File: src/rtl/wb_regport_pkg.sv
// Shared types and defaults for the Wishbone-to-register-port bridge.
// The byte-merge helper builds the write word of a read-modify-write.
package wb_regport_pkg;

    typedef enum logic [2:0] {
        ST_IDLE,
        ST_RD,
        ST_RMW,
        ST_WR,
        ST_RESP
    } state_e;

    localparam int         DEF_REG_AW   = 2;
    localparam int         DEF_NUM_REGS = 3;
    localparam logic [2:0] DEF_WR_MASK  = 3'b011;

    function automatic logic [31:0] byte_merge(input logic [3:0]  sel,
                                               input logic [31:0] new_dat,
                                               input logic [31:0] old_dat);
        logic [31:0] m;
        m = old_dat;
        for (int b = 0; b < 4; b++) begin
            if (sel[b]) m[b*8 +: 8] = new_dat[b*8 +: 8];
        end
        return m;
    endfunction

endpackage

File: src/rtl/wb_regport_bridge_if.sv
// Wishbone classic slave signals plus the peripheral register port.
// Names are seen from the bridge: _i are driven by the bus/peripheral side.
interface wb_regport_bridge_if
    import wb_regport_pkg::*;
#(
    parameter int REG_AW = DEF_REG_AW
);
    logic              wb_cyc_i;
    logic              wb_stb_i;
    logic              wb_we_i;
    logic [31:0]       wb_adr_i;
    logic [31:0]       wb_dat_i;
    logic [3:0]        wb_sel_i;
    logic [31:0]       wb_dat_o;
    logic              wb_ack_o;
    logic              wb_err_o;
    logic              reg_we;
    logic [REG_AW-1:0] reg_addr;
    logic [31:0]       reg_din;
    logic [31:0]       reg_dout;

    modport slave (
        input  wb_cyc_i, wb_stb_i, wb_we_i, wb_adr_i, wb_dat_i, wb_sel_i,
        output wb_dat_o, wb_ack_o, wb_err_o,
        output reg_we, reg_addr, reg_din,
        input  reg_dout
    );

    modport master (
        output wb_cyc_i, wb_stb_i, wb_we_i, wb_adr_i, wb_dat_i, wb_sel_i,
        input  wb_dat_o, wb_ack_o, wb_err_o,
        input  reg_we, reg_addr, reg_din,
        output reg_dout
    );

endinterface

File: src/rtl/wb_regport_bridge.sv
// Wishbone classic slave driving a single-cycle register port; partial writes become RMW.
// Latency request->ack/err: 1 (error, sel=0 write), 2 (read, full write), 3 (partial write).
// No backpressure from the register port; a RESP cycle after each access prevents resampling.
module wb_regport_bridge
    import wb_regport_pkg::*;
#(
    parameter int                  REG_AW   = DEF_REG_AW,
    parameter int                  NUM_REGS = DEF_NUM_REGS,
    parameter logic [NUM_REGS-1:0] WR_MASK  = DEF_WR_MASK
) (
    input  logic                 clk,
    input  logic                 rst_n,
    wb_regport_bridge_if.slave   bus
);

    state_e            state_q, state_d;
    logic [31:0]       rdat_q, rdat_d;
    logic              ack_q, ack_d;
    logic              err_q, err_d;
    logic              we_q, we_d;
    logic [REG_AW-1:0] addr_q, addr_d;
    logic [31:0]       din_q, din_d;
    logic [31:0]       wdat_q, wdat_d;
    logic [3:0]        sel_q, sel_d;

    logic              req;
    logic [REG_AW-1:0] idx;
    logic              wr_ok;
    logic              bad;
    logic              unused_adr;

    assign req        = bus.wb_cyc_i & bus.wb_stb_i;
    assign idx        = bus.wb_adr_i[REG_AW+1:2];
    assign unused_adr = ^bus.wb_adr_i[31:REG_AW+2];

    always_comb begin
        wr_ok = 1'b0;
        for (int i = 0; i < NUM_REGS; i++) begin
            if (int'(idx) == i) wr_ok = WR_MASK[i];
        end
    end

    // A sel=0 write touches nothing, so it is acked even on a read-only index.
    assign bad = (bus.wb_adr_i[1:0] != 2'b00)
              || (int'(idx) >= NUM_REGS)
              || (bus.wb_we_i && !wr_ok && (bus.wb_sel_i != 4'h0));

    always_comb begin
        state_d = state_q;
        rdat_d  = rdat_q;
        ack_d   = 1'b0;
        err_d   = 1'b0;
        we_d    = 1'b0;
        addr_d  = addr_q;
        din_d   = din_q;
        wdat_d  = wdat_q;
        sel_d   = sel_q;
        case (state_q)
            ST_IDLE: begin
                if (req) begin
                    if (bad) begin
                        err_d   = 1'b1;
                        state_d = ST_RESP;
                    end else if (!bus.wb_we_i) begin
                        addr_d  = idx;
                        state_d = ST_RD;
                    end else if (bus.wb_sel_i == 4'h0) begin
                        ack_d   = 1'b1;
                        state_d = ST_RESP;
                    end else if (bus.wb_sel_i == 4'hF) begin
                        addr_d  = idx;
                        din_d   = bus.wb_dat_i;
                        we_d    = 1'b1;
                        state_d = ST_WR;
                    end else begin
                        addr_d  = idx;
                        wdat_d  = bus.wb_dat_i;
                        sel_d   = bus.wb_sel_i;
                        state_d = ST_RMW;
                    end
                end
            end
            ST_RD: begin
                if (!bus.wb_cyc_i) begin
                    state_d = ST_IDLE;
                end else begin
                    rdat_d  = bus.reg_dout;
                    ack_d   = 1'b1;
                    state_d = ST_RESP;
                end
            end
            ST_RMW: begin
                if (!bus.wb_cyc_i) begin
                    state_d = ST_IDLE;
                end else begin
                    din_d   = byte_merge(sel_q, wdat_q, bus.reg_dout);
                    we_d    = 1'b1;
                    state_d = ST_WR;
                end
            end
            // The write strobe has already gone out; only the ack depends on cyc.
            ST_WR: begin
                if (bus.wb_cyc_i) begin
                    ack_d   = 1'b1;
                    state_d = ST_RESP;
                end else begin
                    state_d = ST_IDLE;
                end
            end
            ST_RESP: state_d = ST_IDLE;
            default: state_d = ST_IDLE;
        endcase
    end

    always_ff @(posedge clk or negedge rst_n) begin
        if (!rst_n) begin
            state_q <= ST_IDLE;
            rdat_q  <= '0;
            ack_q   <= 1'b0;
            err_q   <= 1'b0;
            we_q    <= 1'b0;
            addr_q  <= '0;
            din_q   <= '0;
            wdat_q  <= '0;
            sel_q   <= '0;
        end else begin
            state_q <= state_d;
            rdat_q  <= rdat_d;
            ack_q   <= ack_d;
            err_q   <= err_d;
            we_q    <= we_d;
            addr_q  <= addr_d;
            din_q   <= din_d;
            wdat_q  <= wdat_d;
            sel_q   <= sel_d;
        end
    end

    assign bus.wb_dat_o = rdat_q;
    assign bus.wb_ack_o = ack_q;
    assign bus.wb_err_o = err_q;
    assign bus.reg_we   = we_q;
    assign bus.reg_addr = addr_q;
    assign bus.reg_din  = din_q;

endmodule

File: src/flat_wrapper.sv
// flat-port wrapper written by rule: the top's interface ports become plain ports
module wb_regport_bridge_flat import wb_regport_pkg::*;
#(
    parameter int                  REG_AW   = DEF_REG_AW,
    parameter int                  NUM_REGS = DEF_NUM_REGS,
    parameter logic [NUM_REGS-1:0] WR_MASK  = DEF_WR_MASK
)
  (clk, rst_n, bus_wb_cyc_i, bus_wb_stb_i, bus_wb_we_i, bus_wb_adr_i, bus_wb_dat_i, bus_wb_sel_i, bus_wb_dat_o, bus_wb_ack_o, bus_wb_err_o, bus_reg_we, bus_reg_addr, bus_reg_din, bus_reg_dout);
  wb_regport_bridge_if #(.REG_AW(REG_AW)) bus_i ();
  input  logic clk;
  input  logic rst_n;
  input wire logic [$bits(bus_i.wb_cyc_i)-1:0] bus_wb_cyc_i;
  input wire logic [$bits(bus_i.wb_stb_i)-1:0] bus_wb_stb_i;
  input wire logic [$bits(bus_i.wb_we_i)-1:0] bus_wb_we_i;
  input wire logic [$bits(bus_i.wb_adr_i)-1:0] bus_wb_adr_i;
  input wire logic [$bits(bus_i.wb_dat_i)-1:0] bus_wb_dat_i;
  input wire logic [$bits(bus_i.wb_sel_i)-1:0] bus_wb_sel_i;
  output wire logic [$bits(bus_i.wb_dat_o)-1:0] bus_wb_dat_o;
  output wire logic [$bits(bus_i.wb_ack_o)-1:0] bus_wb_ack_o;
  output wire logic [$bits(bus_i.wb_err_o)-1:0] bus_wb_err_o;
  output wire logic [$bits(bus_i.reg_we)-1:0] bus_reg_we;
  output wire logic [$bits(bus_i.reg_addr)-1:0] bus_reg_addr;
  output wire logic [$bits(bus_i.reg_din)-1:0] bus_reg_din;
  input wire logic [$bits(bus_i.reg_dout)-1:0] bus_reg_dout;
  assign bus_i.wb_cyc_i = bus_wb_cyc_i;
  assign bus_i.wb_stb_i = bus_wb_stb_i;
  assign bus_i.wb_we_i = bus_wb_we_i;
  assign bus_i.wb_adr_i = bus_wb_adr_i;
  assign bus_i.wb_dat_i = bus_wb_dat_i;
  assign bus_i.wb_sel_i = bus_wb_sel_i;
  assign bus_wb_dat_o = bus_i.wb_dat_o;
  assign bus_wb_ack_o = bus_i.wb_ack_o;
  assign bus_wb_err_o = bus_i.wb_err_o;
  assign bus_reg_we = bus_i.reg_we;
  assign bus_reg_addr = bus_i.reg_addr;
  assign bus_reg_din = bus_i.reg_din;
  assign bus_i.reg_dout = bus_reg_dout;
  wb_regport_bridge #(.REG_AW(REG_AW), .NUM_REGS(NUM_REGS), .WR_MASK(WR_MASK)) u_core (.clk(clk), .rst_n(rst_n), .bus(bus_i));
endmodule
File: config.mk
export PLATFORM = sky130hd
export DESIGN_NAME = wb_regport_bridge_flat
export DESIGN_NICKNAME = d
export VERILOG_FILES = /design/src/rtl/wb_regport_pkg.sv /design/src/rtl/wb_regport_bridge_if.sv /design/src/rtl/wb_regport_bridge.sv /design/src/flat_wrapper.sv
export SDC_FILE = /design/constraint.sdc
export NUM_CORES = 1
export LEC_CHECK = 0
export CORE_MARGIN = 4
export CORE_UTILIZATION = 60
export CTS_CLUSTER_DIAMETER = 100
export DETAILED_ROUTE_END_ITERATION = 8
export DONT_BUFFER_PORTS = 1
export PLACE_DENSITY = 0.88
export SLEW_MARGIN = 20
export SYNTH_ARGS = -nofsm -noshare
export SYNTH_HDL_FRONTEND = slang
export SYNTH_SLANG_ARGS = --single-unit
File: constraint.sdc
create_clock -name clk -period 4.2 [get_ports clk]
set_input_delay 0.42 -clock clk [delete_from_list [all_inputs] [get_ports clk]]
set_output_delay 0.42 -clock clk [all_outputs]
set_load 0.1 [all_outputs]
==> results, run 1 <==
- Of the cells placed in the final design, the portion with a size suffix greater than 1 is 0.244.
- The clock tree from TritonCTS is yes.
- Data on the critical path arrives at its endpoint at approximately 2.3 ns.
- Of the total synthesized cell area, the portion taken by AND, OR, NAND and NOR gates is 0.0505.
- The number of DRC violations after detailed routing is 0.
- After synthesis, the share of cell area in mux cells is 0.305.
- Detailed placement finished with a half-perimeter wire length of 6990 um.
- The length in cells of the worst reg-to-reg path is 3.
- The portion of the clock cycle consumed by the worst path in the final layout is 0.493.
- The average detailed-routed wire length per instance is 20.6 um.
- The compound-cell area share of the yosys netlist was 0.0466.
- For this run, the register share of the synthesized area comes to 0.535.
- The element type at the critical path end is a flop.
- Clock-pin slew was measured on the worst setup and hold paths at 0.10 ns.
- The number of library cell types mapped by synthesis is 28.
- Setup repair after global routing left no endpoint under its margin.
- The final core utilization is 0.641.
- The accumulated negative setup slack is 0 ns.
- Relative to the synthesized area, the layout overhead comes to 4.31%.
- The number of nets at the end of the flow is 489.
- The run finished, with violations left.
- A synthesized cell averages 13.0 um^2.
- The final max-slew violation count was 0.
- The number of optimization iterations in the first detailed-route pass is 4.
- The cell at the root of the clock tree is clkbuf_8.
- The horizontal die dimension is around 100 um.
- The via-per-instance ratio is 5.94.
- The count of input and output buffers is 0.
- The largest fanout on the critical path is 32.
- Fill cells in the final layout number 621.
- Of the total synthesized cell area, the portion taken by full adders, half adders and majority gates is 0.
- The row count is 33.
- The area of the die is 0.00995 mm^2.
- The warning count from the yosys run is 0.
- The critical path is of the reg -> reg type.
- The final weighted congestion in routability-driven placement is 0.757.
- After the first detailed-routing iteration, the DRC count stood at a little over 90.
- When the netlist entered floorplanning its net count stood at 494.
- After synthesis, the largest family of logic cells by area is multiplexers.
- IR analysis of the VDD net gives a maximum drop of 0.430 mV.
- At the pin with the least slew margin, the transition time is 1.00 ns.
- Counting flops with a built-in enable in the synthesized netlist gives 0.
- The number of buffers inserted during clock tree synthesis is 9.
- The minimum clock period is ~2.1 ns.
- The final hold violation count came to 2.
- The overall global routing resource usage is 0.207.
- In the post-route analysis, the smallest setup slack over all paths is roughly 2.1 ns.
- For this run, the leading register cell type out of synthesis is dfrtp_1.
- The area occupied by multi-input gates is around 0.0020 mm^2.
- The reported max-cap violation count is 0.
- STA classifies the critical path startpoint as a flop.
- Counting along the longest clock path gives a buffer depth of 2.
- After synthesis, the share of flip-flops with an asynchronous set or reset is 1.00.
- The clock arrives with 0.0145 ns of skew.
- The core area is ~0.0082 mm^2.
- The antenna diode count is 0.
- Once detail routing completed, the nets flagged for antenna violations numbered 0.
- The post-synthesis sequential element count is 108.
- The number of antenna violations at the first check in global routing is 0.
- Entering global routing, the biggest net connects 109 pins.
- For this design the ratio of total power to cell area is 603 mW/mm^2.
- The number of cells produced by synthesis is a little under 400.
- 174 I/O pins were placed.
- The footprint of the flip-flops and latches is 0.00270 mm^2.
- The data required time of the critical path is 4.44 ns.
- The post-cts repair resize count is 0.
- The global-route wire length before repair is 16400 um.
- The number of global-route vias before repair is 3244.
- For this design, the sink count on the clock tree is 108.
- The leakage power is 2.46 nW.
- The die extent in y is 99.7 um.
- The number of failing setup endpoints in the final timing report is 0.
- Wires add up to 10200 um.
- The maximum operating frequency is 483 MHz.
- The H-tree was split into 3 levels.
- The worst pin sits at a relative slew slack of 0.331.
- After global routing the overflow that remains totals 0.
- The worst-case hold slack is -0.000620 ns.
- The checks that failed: hold timing.
- The initial utilization of the core area, before any placement, comes to 0.615.
- The class of the worst hold path is in -> async.
- Timing analysis after detailed placement gives a worst setup slack of roughly 1.6 ns.
- The vias after detailed routing is 2934.
- Of the total synthesized cell area, the portion taken by XOR and XNOR cells is 0.
- The later pin in the worst-skew pair is clocked with a latency of 0.35 ns.
- Summing every instance area after synthesis gives 0.00505 mm^2.
==> flip-flops by register name (all words and copies together), names as in the netlist <==
signal,cells
u_core.bus.wb_ack_o,1
u_core.bus.reg_addr,2
u_core.bus.reg_we,1
u_core.bus.wb_err_o,1
u_core.bus.wb_dat_o,32
u_core.sel_q,4
u_core.bus.reg_din,32
u_core.state_q,3
u_core.wdat_q,32
==> worst paths after layout <==
kind | start | end | slack (ns)
max | u_core.state_q[2]$_DFFE_PN0P_ | u_core.bus.wb_dat_o[8]$_DFFE_PN0P_ | 2.13
min | rst_n | u_core.bus.reg_din[31]$_DFFE_PN0P_ | -0.0006
min in group clk | bus_wb_dat_i[4] | u_core.wdat_q[4]$_DFFE_PN0P_ | 0.20
max in group asynchronous | rst_n | u_core.bus.wb_dat_o[0]$_DFFE_PN0P_ | 3.80
max reg2reg | u_core.state_q[2]$_DFFE_PN0P_ | u_core.bus.wb_dat_o[8]$_DFFE_PN0P_ | 2.13
min reg2reg | u_core.wdat_q[1]$_DFFE_PN0P_ | u_core.wdat_q[1]$_DFFE_PN0P_ | 0.52
==> placed cells by master, fill, tap and decap left out, drive strengths merged <==
master	count
a2111oi	1
a211o	1
a211oi	1
a21oi	3
a2bb2oi	1
and4b	1
buf	5
clkbuf	12
clkinv	1
clkinvlp	1
dfrtp	108
inv	34
mux2	70
mux2i	64
nand2	34
nand3	1
nand3b	2
nand4	2
nor2	3
nor2b	3
nor3	1
nor3b	3
o21a	2
o21ai	34
or4	1
==> cell type report <==
| type | instances | area share |
|---|---|---|
| Sequential cell | 108 | 0.513 |
| Timing Repair Buffer | 5 | 0.0154 |
| Inverter | 32 | 0.0228 |
| Tap cell | 105 | 0.0249 |
| Multi-Input combinational cell | 228 | 0.389 |
| Clock buffer | 12 | 0.0295 |
| Clock inverter | 4 | 0.00570 |
==> worst max-delay path, cell delays in order (launching register included) <==
cell and delay, ns:
dfrtp_1 0.47, nand3b_1 0.26, nor2_4 0.79, mux2_2 0.42
==> Yosys cell counts, types with 2 or more instances <==
| master | number | share of area |
|---|---|---|
| buf_6 | 2 | 0.0045 |
| buf_2 | 3 | 0.0030 |
| nor2_1 | 3 | 0.0022 |
| clkbuf_1 | 10 | 0.0074 |
| inv_1 | 32 | 0.024 |
| o21a_1 | 2 | 0.0030 |
| dfrtp_1 | 108 | 0.54 |
| a21oi_1 | 3 | 0.0030 |
| nand2_1 | 34 | 0.025 |
| nor2b_1 | 3 | 0.0037 |
| mux2_2 | 40 | 0.089 |
| nand4_1 | 2 | 0.0025 |
| mux2_4 | 30 | 0.089 |
| mux2i_1 | 64 | 0.13 |
| nand3b_1 | 2 | 0.0030 |
| o21ai_0 | 34 | 0.034 |
| buf_12 | 6 | 0.024 |
==> cell families after synthesis <==
| family | count (synthesis) |
|---|---|
| multiplexers | 134 |
| AND/OR/NAND/NOR | 51 |
| AO/OA/AOI/OAI | 43 |
| flip-flops | 108 |
| buffers and inverters | 53 |
==> metal layers <==
metal,track usage,part of all wire,routed length (um),vias to the layer above
met5,0,0,0,-
met2,0.349,0.51,5150,100
met1,0.246,0.39,3960,1497
met4,0.0704,0.014,142,0
met3,0.0736,0.090,910,12
li1,-,-,-,1325
==> power by group <==
group	total [mW]	leakage, nW	internal [mW]	switching [mW]
combinational	0.302	1.06	0.195	0.107
clock	0.600	0.0934	0.253	0.348
sequential	2.27	1.31	1.20	1.08
total	3.18	2.46	1.64	1.53
==> repair_timing <==
action	in CTS	in global routing
hold endpoints to repair	108	0
buffers inserted	0	0
hold buffers	1	0
==> per-stage QoR <==
stage	total power, mW	cell area (um^2)	std cells
2_1_floorplan	2.50	5050	389
3_3_place_gp	2.55	5020	475
3_5_place_dp	2.58	5020	475
4_1_cts	3.19	5230	492
5_1_grt	3.29	5270	494
6_report	3.18	5270	494
(Power assumes the default switching activity.)
==> run 2: changes to the inputs <==
==> constraint.sdc (replaced) <==
create_clock -name clk -period 1.95 [get_ports clk]
set_input_delay 0.195 -clock clk [delete_from_list [all_inputs] [get_ports clk]]
set_output_delay 0.195 -clock clk [all_outputs]
set_load 0.1 [all_outputs]
==> run 2 against run 1 <==
The run still ends with hold timing left. Die area stayed put. Sequential power is 27% higher. Non-clock buffer count is 146 higher. Clock-buffer cell count is 3 lower. Critical endpoint is now u_core.wdat_q[18]$_DFFE_PN0P_. Combinational power grew to 11 times the previous value. Final cell count is 30% higher.
==> results, run 2 (synthesis results as in run 1) <==
- The vias after detailed routing is about 3600.
- For this configuration, the core starts out at a cell density of 0.615.
- The region available for standard cell placement spans 0.00822 mm^2.
- Setup repair after global routing left no endpoint under its margin.
- The final hold violation count is 108.
- The most common library cell in the layout ignoring fill and taps is dfrtp_1.
- The worst clock skew is ~0.011 ns.
- Across all hold checks on the routed design, the worst slack comes to -0.486 ns.
- For this run, design rule violations remaining after detail routing come to 0.
- The startpoint identified for the worst register-to-register timing path is u_core.state_q[2]$_DFFE_PN0P_.
- Across all register-to-register paths, the minimum setup slack is between 0.1 and 0.15 ns.
- The worst-skew pair later-pin latency is approximately 0.36 ns.
- The detail route stage leaves a number of antenna-violating nets equal to 0.
- Of the total power, the clock network draws 0.187.
- The endpoint of the worst register-to-register path is u_core.wdat_q[18]$_DFFE_PN0P_.
- The overall global routing resource usage is 0.269.
- At the end of the flow, the number of nets in the layout was 635.
- The average detailed-routed wire length per instance is 20.4 um.
- The final core utilization is 0.799.
- STA puts the critical path data required time at roughly 2.2 ns.
- Summed over all layers, the global routing overflow is 0.
- The internal power of the cells totals 4.08 mW.
- Setup violations remaining at the end of the flow were counted as 0.
- In this run the tightest slew margin relative to its limit is 0.618.
- Gates resized during post-CTS repair numbered 0.
- In this run the count of I/O pins placed on the die edge is 174.
- In the layout the commonest cells are 108 x dfrtp_1, 75 x buf_4, 73 x dlygate4sd3_1.
- Once routing completed, OpenROAD measured the worst setup slack at about 0.14 ns.
- The number of global-route vias before repair is around 4100.
- The leakage power is 3.13 nW.
- The largest fanout on the critical path is 18.
- The first global-routing pass estimated 20900 um of wire.
- In the final layout, the share of cells above drive strength 1 is 0.316.
- The count of input and output buffers is 0.
- The accumulated negative setup slack is 0 ns.
- The worst register-to-register path has a depth of 5.
- The arrival time reported for the critical path endpoint is just over 2 ns.
- The worst path needs approximately 1.8 ns of the cycle, external delays included.
- Counting the fill cells in the layout gives 415.
- The via-per-instance ratio is roughly 5.7.
- The switching portion of total power is 0.458.
- The worst-case IR drop observed on VDD is 0.866 mV.
- By startpoint and endpoint, the worst setup path is classified as reg -> reg.
- Dividing the final minimum period by the clock period gives 0.928.
- In this run the vertical extent of the chip is 99.7 um.
- The cell sitting at the root of the clock tree is a clkbuf_8.
- After the first detailed-routing iteration, the DRC count stood at 139.
- The number of hold buffers added after CTS was 73.
- The area growth from synthesis to layout is 29.9%.
- The worst slack after detailed placement is approximately 0.1 ns.
- STA classifies the critical path endpoint as a flop.
- The overall power after layout is between 7 and 8 mW.
- The number of antenna diodes in the final layout is 0.
- The row count is 33.
- The final max-slew violation count came to 0.
- The flow ran to the end, but the final reports show violations.
- The final weighted congestion in routability-driven placement is 0.764.
- The number of buffers between clock root and the deepest sink is 2.
- The final wirelength is roughly 13000 um.
- The final cell area excluding filler cells is 0.00656 mm^2.
- Of the total power, combinational logic draws 0.430.
- The number of antenna violations at the first check in global routing was 0.
- For this design the total switching power over the nets is 3.45 mW.
- The total clock sinks is 108.
- The maximum operating frequency is roughly 550 MHz.
- The worst hold path belongs to the class in -> async.
- The total half-perimeter wirelength after legalization and detailed placement is 7730 um.
- The post-place instance area is 0.00562 mm^2.
- The power density relative to cell area is between 1000 and 1500 mW/mm^2.
- The checks that failed: hold timing.
- The largest net degree at the start of global routing is 109.
- The die is 99.7 um wide.
- The H-tree was split into 3 levels.
- The clock-pin slew reported for the worst setup and hold paths after clock tree synthesis is 0.11 ns.
- For the pin with the worst max-slew slack, the measured transition is between 0.5 and 0.6 ns.
- TritonCTS created 9 clock buffers.
- The area of the die is 0.00995 mm^2.
- The clock tree from TritonCTS is yes.
- The reported max-cap violation count is 0.
- The number of optimization iterations in the first detailed-route pass is 4.
- The sequential share of power is 0.383.
- The worst setup path is launched from a flop.
## run 2: area by class of cell
type,count,area [um^2],share of cell area
sequential,108,2700,0.412
multi-input combinational,228,2050,0.312
timing repair buffer,151,1350,0.206
tap,105,131,0.0200
clock buffer,9,124,0.0189
inverter,32,120,0.0183
clock inverter,7,82.6,0.0126
## run 2: metrics by stage
step / cells / hold WS [ns]
after floorplan: 389 / -0.101
after global placement: 550 / -0.0982
after detailed placement: 550 / -0.0988
after CTS: 639 / -0.508
after global routing: 640 / -0.517
final: 640 / -0.486
## run 2: how the worst max path moves through the flow
stage,cells past startpoint,from,end,slack (ns)
2_1_floorplan,6,bus_wb_sel_i[1],u_core.sel_q[0]$_DFFE_PN0P_,0.27
3_5_place_dp,5,u_core.state_q[0]$_DFFE_PN0P_,u_core.wdat_q[11]$_DFFE_PN0P_,0.10
5_1_grt,5,u_core.state_q[2]$_DFFE_PN0P_,u_core.wdat_q[21]$_DFFE_PN0P_,0.05
3_3_place_gp,5,u_core.state_q[0]$_DFFE_PN0P_,u_core.wdat_q[11]$_DFFE_PN0P_,0.15
4_1_cts,5,u_core.state_q[0]$_DFFE_PN0P_,u_core.wdat_q[18]$_DFFE_PN0P_,0.07
6_report,5,u_core.state_q[2]$_DFFE_PN0P_,u_core.wdat_q[18]$_DFFE_PN0P_,0.14
## run 2: power groups by stage
stage / Sequential, mW / Clock (mW) / Combinational [mW]
after detailed placement: 2.90 / 0 / 3.10
after floorplan: 4.80 / 0 / 0.591
after CTS: 2.86 / 1.44 / 3.22
after global routing: 2.92 / 1.53 / 3.34
after global placement: 2.88 / 0 / 3.05
final: 2.88 / 1.41 / 3.24
## run 2: layer usage
layer / vias to the layer above / share of wire / GRT usage
li1: 1617 / - / -
met1: 1813 / 0.37 / 0.319
met2: 173 / 0.52 / 0.463
met3: 32 / 0.083 / 0.0827
met4: 0 / 0.025 / 0.0914
met5: - / 0 / 0
## run 2: worst max-delay path, stage by stage, from the launching register on
cell      delay, ns
dfrtp_1        0.49
nor3b_4        0.24
nand4_1        0.12
nand3b_1       0.29
buf_12         0.24
mux2_4         0.31
## run 2: what timing repair did
| action | in CTS | in global routing |
|---|---|---|
| setup buffers | 0 | 1 |
| endpoints found under the setup margin | 0 | 30 |
| endpoints found under the hold margin | 180 | 108 |
==> run 3: changes to the inputs <==
--- a/config.mk
+++ b/config.mk
@@ -11,7 +11,6 @@
 export DETAILED_ROUTE_END_ITERATION = 8
 export DONT_BUFFER_PORTS = 1
 export PLACE_DENSITY = 0.88
-export SLEW_MARGIN = 20
 export SYNTH_ARGS = -nofsm -noshare
 export SYNTH_HDL_FRONTEND = slang
 export SYNTH_SLANG_ARGS = --single-unit
==> results of run 3 <==
Final layout, timing and power as in run 2 (identical DEF).
